<file path="src/rtl/mii_pkg.sv">
// Shared constants and types for the MII receive frame checker.
package mii_pkg;

  localparam int unsigned MII_DATA_WIDTH = 64;
  localparam logic [7:0]  MII_IDLE_CODE  = 8'h07;
  localparam logic [7:0]  MII_START_CODE = 8'hFB;
  localparam logic [7:0]  MII_EOF_CODE   = 8'hFD;
  localparam logic [63:0] MII_DATA_PATTERN = {8{8'hAA}};

  typedef enum logic [2:0] {
    W_IDLE,
    W_START,
    W_DATA,
    W_EOF,
    W_BAD
  } word_class_t;

  typedef enum logic [1:0] {
    S_IDLE,
    S_DATA,
    S_DROP
  } rx_state_t;

  typedef enum logic [2:0] {
    ERR_NONE           = 3'd0,
    ERR_DATA_OUTSIDE   = 3'd1,
    ERR_ORPHAN_EOF     = 3'd2,
    ERR_BAD_WORD       = 3'd3,
    ERR_OVERSIZE       = 3'd4,
    ERR_EMPTY          = 3'd5,
    ERR_START_IN_FRAME = 3'd6,
    ERR_TRUNCATED      = 3'd7
  } err_code_t;

endpackage

</file>
<file path="src/rtl/mii_word_classifier.sv">
// Combinational classification of one MII word into IDLE/START/DATA/EOF/BAD.
module mii_word_classifier
  import mii_pkg::*;
#(
  parameter int unsigned DATA_WIDTH = MII_DATA_WIDTH,
  parameter logic [7:0]  IDLE_CODE  = MII_IDLE_CODE,
  parameter logic [7:0]  START_CODE = MII_START_CODE,
  parameter logic [7:0]  EOF_CODE   = MII_EOF_CODE
) (
  input  logic [DATA_WIDTH-1:0] data,
  input  logic                  ctrl,
  output word_class_t           word_class_c
);

  localparam int unsigned NBYTES = DATA_WIDTH / 8;

  logic [NBYTES-1:0] is_idle;

  always_comb begin
    for (int i = 0; i < int'(NBYTES); i++) begin
      is_idle[i] = (data[8*i +: 8] == IDLE_CODE);
    end
  end

  // START carries its code in the lowest byte, EOF in the highest byte
  always_comb begin
    word_class_c = W_BAD;
    if (!ctrl) begin
      word_class_c = W_DATA;
    end else if (&is_idle) begin
      word_class_c = W_IDLE;
    end else if ((data[7:0] == START_CODE) && (&is_idle[NBYTES-1:1])) begin
      word_class_c = W_START;
    end else if ((data[DATA_WIDTH-1 -: 8] == EOF_CODE) && (&is_idle[NBYTES-2:0])) begin
      word_class_c = W_EOF;
    end
  end

endmodule

</file>
<file path="config.mk">
export PLATFORM = sky130hd
export DESIGN_NAME = mii_word_classifier
export DESIGN_NICKNAME = d
export VERILOG_FILES = /design/src/rtl/mii_pkg.sv /design/src/rtl/mii_word_classifier.sv
export SDC_FILE = /design/constraint.sdc
export NUM_CORES = 1
export LEC_CHECK = 0
export CORE_UTILIZATION = 18
export DETAILED_ROUTE_END_ITERATION = 16
export PLACE_DENSITY_LB_ADDON = 0.05
export SLEW_MARGIN = 20
export SYNTH_ARGS = -nofsm -noshare
export SYNTH_HDL_FRONTEND = slang
export SYNTH_SLANG_ARGS = --single-unit
</file>
<file path="constraint.sdc">
create_clock -name vclk -period 3
set_clock_uncertainty 0.05 [all_clocks]
set_input_delay 0.3 -clock vclk [all_inputs]
set_output_delay 0.3 -clock vclk [all_outputs]
set_load 0.03 [all_outputs]
</file>
[Word-level counts from Yosys, hierarchy flattened]
Index checks and enable logic that the tools add are counted.
Widths: inputs -> output; s select.
Word-level totals
  register bits after elaboration: 0
  logic and storage cells: 19
  input port bits: 65
Operators by class
  mux-type cells: 4
  equality and inequality tests: 10
  reductions and logical operators: 5
Operator list (count)
  $eq 8x3->1 const B: 8
  $eq 8x8->1 const B: 2
  $reduce_and 7->1: 2
  $mux 3: 4
  $reduce_and 8->1: 1
  $logic_and 1x1->1: 2

[Longest topological paths before layout]
Gate-level depths: netlist (run 1).
  depth after elaboration: 7
  mapped depth: 4
  mapped depth without buffers: 4

[Worst setup path before layout (run 1)]
OpenSTA, ideal clock, no wires.
  path kind: in2out
  from: input data[4]
  to: output word_class_c[1]
  stages on the path: 3
  data arrival time: 2.048 ns
  path slack: 0.602 ns
  buffers on the path: 0
  path through: or4_4 > or4_4 > o21ai_0
Between the ends
  longest elaborated chain between the ends: 7
  elaborated cells on any way between the ends: 10
RTL lines
  start, declared: RTL line mii_word_classifier.sv:10  | input logic [DATA_WIDTH-1:0] data,
  $eq 8x3->1: RTL line mii_word_classifier.sv:21  | is_idle[i] = (data[8*i +: 8] == IDLE_CODE);
  $reduce_and 7->1: RTL line mii_word_classifier.sv:34  | end else if ((data[DATA_WIDTH-1 -: 8] == EOF_CODE) && (&is_idle[NBYTES-2:0])) begin
  $logic_and 1x1->1: RTL line mii_word_classifier.sv:34
  $mux 3: RTL line mii_word_classifier.sv:34
  $mux 3: RTL line mii_word_classifier.sv:32  | end else if ((data[7:0] == START_CODE) && (&is_idle[NBYTES-1:1])) begin
  $mux 3 (*): RTL line mii_word_classifier.sv:30  | end else if (&is_idle) begin
  $mux 3 (*): RTL line mii_word_classifier.sv:28  | if (!ctrl) begin
  end, declared: RTL line mii_word_classifier.sv:12  | output word_class_t word_class_c
Mark *: on every way between the ends. The rest lies on a longest branch, timed or not.

[Worst setup path after layout (run 1)]
  from: input data[4]
  to: output word_class_c[2]
The elaborated chain is that of the path after synthesis.

==> impl_metrics.prom, run 1 <==
# TYPE chip_impl_metric gauge
chip_impl_info{name="outcome",value="completed"} 1
chip_impl_metric{name="drv_slew",unit=""} 0
chip_impl_metric{name="placement_rows",unit=""} 13
chip_impl_metric{name="setup_total_negative_slack",unit="ns"} 0
chip_impl_metric{name="drt_first_iter_violations",unit=""} 4
chip_impl_info{name="start_to_end_type_of_the_worst_setup_path",value="primary input to primary output"} 1
chip_impl_metric{name="worst_ep_arrival_time",unit="ns"} 2.57
chip_impl_metric{name="global_route.usage.met1",unit="%"} 13.5
chip_impl_metric{name="nFlopsAndLatches",unit=""} 0
chip_impl_metric{name="areaGrowthSynthToFinish",unit="%"} 260
chip_impl_info{name="crit_path_cell_trace",value="clkdlybuf4s50_1 > or4_4 > or4_4 > o41ai_2 > o2bb2ai_1 > clkdlybuf4s50_1"} 1
chip_impl_metric{name="multiInputGateArea",unit="µm²"} 265
chip_impl_info{name="yosysMostFrequentCell",value="nor4b_1"} 1
chip_impl_metric{name="syn-num-nets",unit=""} 97
chip_impl_metric{name="cellLeakagePower",unit="nW"} 0.337
chip_impl_metric{name="i_o_pins",unit=""} 68
chip_impl_metric{name="fillerInstances",unit=""} 108
chip_impl_metric{name="vdd_drop_max",unit="mV"} 0.0604
chip_impl_metric{name="mappedNetlistArea",unit="µm²"} 269
chip_impl_metric{name="worst_hold_path.num_cells",unit=""} 4
chip_impl_metric{name="global_route.usage.met2",unit="%"} 35.7
chip_impl_metric{name="coreArea",unit="µm²"} 1350
chip_impl_metric{name="finalHoldViolCount",unit=""} 0
chip_impl_metric{name="vias_after_detailed_routing",unit=""} 581
chip_impl_metric{name="die_w",unit="µm"} 40.7
chip_impl_info{name="synth.top_cells.by_area",value="nor4b_1 20%, nor4bb_1 19%, nand4_1 12%"} 1
chip_impl_metric{name="combined_global_route_utilization_of_all_metal_layers",unit="%"} 15.2
chip_impl_info{name="holdPathEnd",value="word_class_c[0]"} 1
chip_impl_metric{name="die_area",unit="µm²"} 1650
chip_impl_metric{name="maxSlewHeadroom",unit="%"} 74.1
chip_impl_metric{name="yosysWarnings",unit=""} 0
chip_impl_metric{name="ys_seq_area_share",unit="%"} 0
chip_impl_metric{name="layout_setup_ws",unit="ns"} 0.0751
chip_impl_metric{name="fin_crit_sh",unit="%"} 97.5
chip_impl_metric{name="power.density_cell_area",unit="nW/µm²"} 107
chip_impl_info{name="setup_repair_after_global_routing_missed_its_margin",value="false"} 1
chip_impl_metric{name="preCtsSetupSlack",unit="ns"} 0.00858
chip_impl_metric{name="crit_path_max_incr_delay",unit="ns"} 0.60
chip_impl_metric{name="place.port_buffers",unit=""} 68
chip_impl_metric{name="final_antenna_net_count",unit=""} 0
chip_impl_info{name="synth_top_cells_by_count",value="6 x nor4b_1, 5 x nand4_1, 5 x nor4bb_1, 2 x or4_4"} 1
chip_impl_metric{name="dr.pass1.iters",unit=""} 4
chip_impl_metric{name="postPlaceCellArea",unit="µm²"} 966
chip_impl_info{name="critical_path.startpoint_type",value="primary input"} 1
chip_impl_info{name="critPathSlowestCell",value="clkdlybuf4s50_1"} 1
chip_impl_metric{name="die_extent_in_y",unit="µm"} 40.7
chip_impl_metric{name="detail_route.vias_per_cell",unit=""} 5.05
chip_impl_metric{name="wl",unit="µm"} 1350
chip_impl_metric{name="first_pass_grt_wire_length",unit="µm"} 1750
chip_impl_metric{name="starting_utilization_of_the_core_area",unit="%"} 19.9
chip_impl_info{name="end_kind",value="primary output"} 1
chip_impl_info{name="hold_path.class",value="primary input to primary output"} 1
chip_impl_metric{name="dp_hpwl",unit="µm"} 1320
chip_impl_metric{name="critical_path_peak_fanout",unit=""} 2
chip_impl_metric{name="post_synth_inst_count",unit=""} 32
chip_impl_metric{name="yosys.cell_types.count",unit=""} 18
chip_impl_info{name="crit_start",value="data[4]"} 1
chip_impl_metric{name="grt_pass1_vias",unit=""} 463
chip_impl_metric{name="residual_overflow_from_global_routing",unit=""} 0
chip_impl_metric{name="remaining_drc_errors",unit=""} 0
chip_impl_metric{name="max_cap_viol",unit=""} 0
chip_impl_info{name="grt.busiest_layer",value="met2"} 1
chip_impl_metric{name="final.clkbuf_count",unit=""} 0
chip_impl_metric{name="initial_antenna_violation_count",unit=""} 0
chip_impl_metric{name="post_route_cells_drive_above_1_share",unit="%"} 5.00
chip_impl_metric{name="layout.area.seq",unit="µm²"} 0
chip_impl_metric{name="fmax",unit="MHz"} 342
chip_impl_metric{name="worst_margin_pin_slew",unit="ns"} 0.385
chip_impl_metric{name="post_route_design_area",unit="µm²"} 968
chip_impl_metric{name="synthesis.area_per_instance",unit="µm²"} 8.41
chip_impl_metric{name="post-route-min-period",unit="ns"} 2.92
chip_impl_metric{name="numnets_final",unit=""} 167
chip_impl_metric{name="finalSetupViolCount",unit=""} 0
chip_impl_metric{name="grt_start_max_net_pins",unit=""} 4
chip_impl_metric{name="antenna_cells",unit=""} 0
chip_impl_metric{name="fin_hold_ws",unit="ns"} 1.35
chip_impl_metric{name="place_congestion",unit=""} 0.638
chip_impl_metric{name="cp_data_required_time",unit="ns"} 2.65
chip_impl_metric{name="drt-wirelength-per-cell",unit="µm"} 11.7
chip_impl_info{name="timing.hold.worst.start",value="ctrl"} 1
chip_impl_metric{name="synth_top_cell_area_share",unit="%"} 19.5
chip_impl_info{name="yosys.area.top_type",value="nor4b_1"} 1
chip_impl_metric{name="groute.layer.met3.usage",unit="%"} 2.17
## how the worst max path moves through the flow
| stage | endpoint | cells after the start |
|---|---|---|
| 5_1_grt | word_class_c[2] | 6 |
| 3_3_place_gp | word_class_c[1] | 6 |
| 6_report | word_class_c[2] | 6 |
| 2_1_floorplan | word_class_c[1] | 3 |
| 3_5_place_dp | word_class_c[1] | 6 |
| 4_1_cts | word_class_c[1] | 6 |
## report_power, final
group          internal, mW  switching (mW)
Combinational        0.0832          0.0202
Clock                     0               0
Sequential                0               0
## per-stage QoR
step                      power [mW]  utilization, %  instances
after floorplan               0.0140               -         32
after global placement         0.102            71.5        115
after detailed placement       0.104            71.5        115
after CTS                      0.105            71.5        115
after global routing           0.110            71.7        115
final                          0.103            71.7        115
## cell type report
cell class	instances	area share [%]
multi-input combinational	31	27.4
timing repair buffer	68	70.3
tap	15	1.94
inverter	1	0.388
## routing by layer
metal | share of wire (%) | wire length (µm) | vias to the layer above
met5 | 0 | 0 | -
met4 | 0 | 0 | 0
met3 | 13 | 176 | 0
met2 | 57 | 763 | 40
met1 | 30 | 406 | 250
li1 | - | - | 291
## placed cells by master, fill, tap and decap left out
master	netlist	routed
nand4b_1	1	1
dlymetal6s2s_1	0	1
or2b_1	1	1
o41ai_2	1	1
and4b_1	1	1
nor4bb_1	5	5
or4_1	1	1
o31ai_1	1	1
nor3b_2	1	1
nand4_1	5	5
nor4b_1	6	6
clkdlybuf4s50_1	0	66
inv_1	1	1
nor4_1	1	1
nor2b_1	1	1
o2bb2ai_1	1	1
or4_4	2	2
buf_4	0	1
nand3b_1	1	1
nand3_1	1	1
o21ai_0	1	1
## timing repair
action / 4_1_cts / 5_1_grt
hold buffers: 0 / 0
endpoints found under the hold margin: 0 / 0
buffers inserted: 0 / 0
endpoints found under the setup margin: 0 / 1
gates resized for setup: 0 / 1
## logic make-up (layout without fill, tap and decap cells)
logic type | Yosys count | after routing | synth area share, %
buf+inv | 1 | 69 | 1.39
compound gates | 4 | 4 | 14.0
simple gates | 27 | 27 | 84.7
## critical path: cells and delay by family
family	cells	cell delay, ns
AO/OA/AOI/OAI	2	0.19
buffers and inverters	2	1.02
AND/OR/NAND/NOR	2	1.07
Power figures use the tool's default switching activity.
==> inputs of run 2 (changes only) <==
Settings changed: SLEW_MARGIN 20 to 0.
==> results of run 2 <==
Same layout as run 1: the final DEF is identical, and so are final timing and power.
